==> src/rtl/upc_tag_serializer.sv <==
// Serializes one {U,P,C,mark} tag per valid/ready handshake as a framed word:
// START(0), U, P, C, mark, even parity, STOP(1), each bit CLKS_PER_BIT cycles.
module upc_tag_serializer #(
    parameter int CLKS_PER_BIT = 4
) (
    input  logic       clk,
    input  logic       reset,
    input  logic       tx_valid,
    output logic       tx_ready,
    input  logic [2:0] upc,
    input  logic       mark,
    output logic       tx_line,
    output logic       busy,
    output logic [7:0] frames_sent
);

    localparam int CW = (CLKS_PER_BIT > 1) ? $clog2(CLKS_PER_BIT) : 1;

    typedef enum logic [2:0] {
        S_IDLE,
        S_START,
        S_DATA,
        S_PARITY,
        S_STOP
    } state_t;

    state_t        state, state_n;
    logic [CW-1:0] cnt, cnt_n;
    logic [1:0]    idx, idx_n;
    logic [3:0]    shreg, sh_n;
    logic          par;
    logic          line_n;
    logic          load;
    logic          done;
    logic          last;

    assign tx_ready = (state == S_IDLE);
    assign busy     = (state != S_IDLE);
    assign last     = (cnt == CW'(CLKS_PER_BIT - 1));

    // line_n is the value the line takes in the state being entered, so the
    // registered line changes on the same edge as the state.
    always_comb begin
        state_n = state;
        cnt_n   = cnt;
        idx_n   = idx;
        sh_n    = shreg;
        line_n  = tx_line;
        load    = 1'b0;
        done    = 1'b0;
        case (state)
            S_IDLE: begin
                if (tx_valid) begin
                    state_n = S_START;
                    cnt_n   = '0;
                    line_n  = 1'b0;
                    load    = 1'b1;
                end
            end
            S_START: begin
                if (last) begin
                    state_n = S_DATA;
                    cnt_n   = '0;
                    idx_n   = '0;
                    line_n  = shreg[3];
                end else begin
                    cnt_n = cnt + CW'(1);
                end
            end
            S_DATA: begin
                if (last) begin
                    cnt_n = '0;
                    sh_n  = {shreg[2:0], 1'b0};
                    if (idx == 2'd3) begin
                        state_n = S_PARITY;
                        line_n  = par;
                    end else begin
                        idx_n  = idx + 2'd1;
                        line_n = shreg[2];
                    end
                end else begin
                    cnt_n = cnt + CW'(1);
                end
            end
            S_PARITY: begin
                if (last) begin
                    state_n = S_STOP;
                    cnt_n   = '0;
                    line_n  = 1'b1;
                end else begin
                    cnt_n = cnt + CW'(1);
                end
            end
            S_STOP: begin
                if (last) begin
                    state_n = S_IDLE;
                    cnt_n   = '0;
                    line_n  = 1'b1;
                    done    = 1'b1;
                end else begin
                    cnt_n = cnt + CW'(1);
                end
            end
            default: begin
                state_n = S_IDLE;
                cnt_n   = '0;
                line_n  = 1'b1;
            end
        endcase
    end

    always_ff @(posedge clk or posedge reset) begin
        if (reset) begin
            state       <= S_IDLE;
            cnt         <= '0;
            idx         <= '0;
            shreg       <= '0;
            par         <= 1'b0;
            tx_line     <= 1'b1;
            frames_sent <= '0;
        end else begin
            state   <= state_n;
            cnt     <= cnt_n;
            idx     <= idx_n;
            tx_line <= line_n;
            if (load) begin
                shreg <= {upc, mark};
                par   <= ^{upc, mark};
            end else begin
                shreg <= sh_n;
            end
            if (done) begin
                frames_sent <= frames_sent + 8'd1;
            end
        end
    end

endmodule
==> config.mk <==
export PLATFORM = sky130hd
export DESIGN_NAME = upc_tag_serializer
export DESIGN_NICKNAME = d
export VERILOG_FILES = /design/src/rtl/upc_tag_serializer.sv
export SDC_FILE = /design/constraint.sdc
export NUM_CORES = 1
export LEC_CHECK = 0
export BUFFER_PORTS_ARGS = -buffer_cell sky130_fd_sc_hd__buf_2
export CAP_MARGIN = 20
export CORE_AREA = 3 3 55 47
export DETAILED_ROUTE_END_ITERATION = 8
export DIE_AREA = 0 0 58 50
export PLACE_DENSITY = 0.73
export SETUP_SLACK_MARGIN = 0.2
export SLEW_MARGIN = 20
export SYNTH_ARGS = -nofsm -noshare
export SYNTH_HDL_FRONTEND = slang
export SYNTH_SLANG_ARGS = --single-unit
==> constraint.sdc <==
create_clock -name clk -period 2.8 [get_ports clk]
set_clock_uncertainty 0.15 [all_clocks]
set_input_delay 0.14 -clock clk [delete_from_list [all_inputs] [get_ports clk]]
set_output_delay 0.14 -clock clk [all_outputs]
set_load 0.02 [all_outputs]
# Yosys cells after proc, flatten, opt, wreduce, memory -nomap -nowiden
# Cells that the tools add are included.
# W data, S select, Z words.
# totals
regBits	21
in_bits	7
# op_classes
n_addsub	3
eq_ne	14
n_mux	27
n_reduce_logical	12
# ops
op	n
$mux W3	6
$pmux W3 S5	1
$ne A2 B2 Y1 const B	7
$mux W4	3
$mux W2	5
$mux W1	9
$add A8 B1 Y8 const B	1
$pmux W2 S2	2
$reduce_and A4 Y1	2
$eq A3 B2 Y1 const B	2
$reduce_and A6 Y1	1
$reduce_bool A2 Y1	3
$add A2 B1 Y2 const B	2
$eq A2 B2 Y1 const B	2
$pmux W1 S4	1
$reduce_or A4 Y1	1
$reduce_xor A4 Y1	1
$eq A3 B1 Y1 const B	1
$eq A3 B3 Y1 const B	1
$logic_not A3 Y1	1
$reduce_bool A3 Y1	1
$ne A2 B1 Y1 const B	1
$reduce_and A2 Y1	1
$reduce_or A2 Y1	1

# Logic depth before layout (Yosys ltp)
# depth
ltp_word	4
ltp_mapped	6
depth_no_buf	4

# Worst setup path after synthesis
# OpenSTA, ideal clock, no wires.
# synth_path
path_type	register to register
start	register state[1]
end	register shreg[1]
setup_time_ps	125
arrival_time_ps	1401
required_time_ps	2525
setup_slack_ps	1125
path_stages_with_launch	4
path_buffers	0
synth_period_minus_slack_ps	1675
cell_sequence	dfrtp_1 -> nor4b_4 -> mux2_1 -> mux2_2
# synth_via
elab_chain_cells	4
word_cells_on_any_way	7
cone_classes	eq/ne (1); mux (2); reduce/logical (4)
# synth_lines
element	line	source
from (decl)	27	state_t state, state_n;
from (signal assigned)	122	state <= state_n;
$logic_not A3 Y1	51	case (state)
$mux W1	51	
$reduce_bool A2 Y1 (no source line)	--	
$reduce_and A2 Y1 (no source line)	--	
to (signal assigned)	127	shreg <= {upc, mark};
to (signal assigned)	130	shreg <= sh_n;
to (decl)	30	logic [3:0] shreg, sh_n;
# Several ways; a longest one is shown, not always the timed one.
# A chain may end at the register's enable or synchronous reset.

# Final worst setup path
# layout_path
start	register state[0]
end	register shreg[3]
# The elaborated chain is that of the path after synthesis.

==> results.yml <==
clocking:
  cts_tree: "yes"
  insertion_delay_ps: 300
  htreeDepth: 1
  cts-buffers-inserted: 3
  cts_sinks: 21
  clk_root_buffer_cell: "clkbuf_4"
  clockBufferDepth: 2
  path_clk_slew_ps: 100
global_routing:
  grt_use_total: 0.159
  grt_max_degree: 22
  gr-total-overflow: 0
  grt_pass1_wl_um: 3520
  antenna_found_initial: 0
  grt_pass1_vias: 766
timing:
  slew_violations: 0
  period_needed_ps: 1960
  finalSetupViolCount: 0
  hold_viol: 0
  period_share: 0.698
  fin_ws_ps: 845
  slew_headroom: 0.459
  setup_tns_ps: 0
  rsz0062_at_grt: "no"
  tightestPinTransition_ps: 811
  fmax_mhz: 511
critical_path:
  critPathBufInv: 0
  crit_type: "reg2reg"
  slowest_delay_ps: 550
  worstPathRequired_ps: 2840
  cp-start-kind: "flop"
  cp.arrival_ps: 1990
  slowest_stage: "dfrtp_1"
  path_cells: "nor4b_4 > mux2_1 > mux2_2"
  crit_fanout: 14
  critical_path.top_delay_family: "multiplexers"
  cp-end-kind: "flop"
detailed_routing:
  drc: 0
  wirelength_um: 2030
  antenna_left: 0
  via_count: 797
  routedWlPerCell_um: 14.1
  avgViaCountPerCell: 5.53
  dr.pass1.iters: 4
  drt-initial-drc-count: 17
power:
  ir_drop_uv: 532
  p_per_area_nw_per_um2: 848
  p_leak_nw: 0.604
floorplan:
  initial_core_util: 0.542
  dieArea_um2: 2900
  io_pins: 18
  die_h_um: 50
  die_x_um: 58
  fp-row-count: 15
  core_area_um2: 2100
flow_run:
  max_cap_viol_count: 0
worst_hold_path:
  hold_path_class: "in2reg"
final_layout:
  fin_nets: 131
  diodes: 0
  stdcell_area_um2: 1270
  areaGrowthSynthToFinish_pct: 11.9
  utilization: 0.606
  drive_gt1_frac: 0.261
synth:
  yosys.area.top_type_share: 0.440
  ys_ff_latch: 21
  synth_top_area_cell: "dfrtp_1"
  synthDistinctLibCells: 35
  synth_area_leaders: "dfrtp_1 44%, xnor2_1 6.9%, mux2_2 5.9%, ha_1 4.4%, mux2_1 3.0%"
  yosysSeqAreaShare: 0.463
  synth_warnings: 0
  synthesis.nets: 112
  syn_avg_cell_area_um2: 11.3
  syn_area_um2: 1140
  synthCells: 101
place:
  preCtsSetupSlack_ps: 859
  hpwlAfterDp_um: 1500
  dpl-instance-area_um2: 1230
  numPortBuffers: 17
  gp_congestion: 0.786
outcome:
  status: "finished, final reports clean"
metal layers:
metal / GRT usage / share of wire
met2: 0.246 / 0.46
met3: 0.0550 / 0.043
met1: 0.215 / 0.48
met4: 0.0347 / 0.0069
met5: 0 / 0
worst min-delay path: stages:
cell and delay (ps):
buf_2 90, mux2_1 120, mux2_2 130
flip-flops by register name, summed over array words and instances (netlist names):
name         count
par              1
tx_line          1
idx              2
shreg            4
state            3
cnt              2
frames_sent      8
cells in the final DEF, fill, tap and decap left out, types with 2 or more instances in the layout:
cell type | synthesis | layout
xnor2_1 | 9 | 9
a21oi_1 | 3 | 3
nor4b_1 | 2 | 2
dlygate4sd3_1 | 0 | 2
ha_1 | 4 | 4
buf_2 | 4 | 17
and2_1 | 2 | 2
and3_1 | 2 | 2
nor2b_1 | 2 | 2
o21ai_0 | 2 | 2
a22o_1 | 2 | 2
nor2_1 | 6 | 6
nand2_1 | 4 | 4
nand4_1 | 2 | 2
inv_1 | 4 | 4
mux2_2 | 6 | 6
nand3_1 | 4 | 4
o211ai_1 | 2 | 2
dfrtp_1 | 20 | 20
mux2_1 | 3 | 3
mux2i_1 | 2 | 2
xor2_1 | 2 | 2
clkbuf_4 | 0 | 3
logic make-up (layout without fill, tap and decap cells):
logic type | count (synthesis) | count (layout) | synth area share
AOI/OAI and AO/OA | 13 | 13 | 0.0802
xor gates and xnor gates | 11 | 11 | 0.0846
adders and majority gates | 4 | 4 | 0.0440
buffers and inverters | 9 | 27 | 0.0374
DFF | 21 | 21 | 0.463
muxes | 11 | 11 | 0.107
and+or+nand+nor | 32 | 32 | 0.185
metrics by stage:
stage	power, mW	std cells	hold slack [ps]
floorplan	0.852	101	-34.2
global placement	0.919	138	166
detailed placement	0.945	138	176
CTS	1.09	144	52.4
global route	1.17	144	63.4
finish	1.08	144	56.1
path summary, 6_finish.rpt:
kind                             endpoint  depth (start not counted)  slack, ps           start
max                              shreg[3]                          3        840        state[0]
min reg2reg                frames_sent[7]                          1        320  frames_sent[7]
min                              shreg[2]                          3         60          upc[1]
min in group asynchronous  frames_sent[4]                          3        380           reset
max in group asynchronous        shreg[2]                          3       1610           reset
max reg2reg                      shreg[3]                          3        840        state[0]
timing repair:
item | 4_1_cts | 5_1_grt
hold buffers | 2 | 0
resized for setup | 0 | 0
buffers inserted | 0 | 0
endpoints found under the hold margin | 21 | 0
cell type report:
cell class              count  area (um^2)
repair buffers             19          105
multi-input cells          71          569
inverters                   4         15.0
fillers                   188          828
well taps                  25         31.3
clock buffers               4         26.3
flip-flops and latches     21          527
cell usage after synthesis:
cell type	count
o22ai_1	1
dfstp_2	1
a21oi_1	3
ha_1	4
buf_2	4
o211ai_1	2
xor2_1	2
o2111ai_1	1
nand4_1	2
mux2i_1	2
o21ai_0	2
nor4b_4	1
nand2_1	4
and4bb_2	1
and2_1	2
nand3_1	4
a22o_1	2
and4_1	1
nor2_1	6
xnor2_1	9
dfrtp_1	20
and3_1	2
inv_1	4
nor4b_1	2
nor3b_2	1
buf_4	1
nand3b_1	1
o32ai_1	1
or2_2	1
mux2_1	3
mux2_2	6
nor3_1	1
o311a_1	1
nor2b_1	2
nand4b_1	1
report_power, final:
| part | internal (mW) | total, mW | switching, mW |
|---|---|---|---|
| Clock | 0.0555 | 0.144 | 0.0880 |
| Sequential | 0.400 | 0.517 | 0.118 |
| Combinational | 0.217 | 0.419 | 0.202 |
| Total | 0.673 | 1.08 | 0.408 |
(Power assumes the default switching activity.)
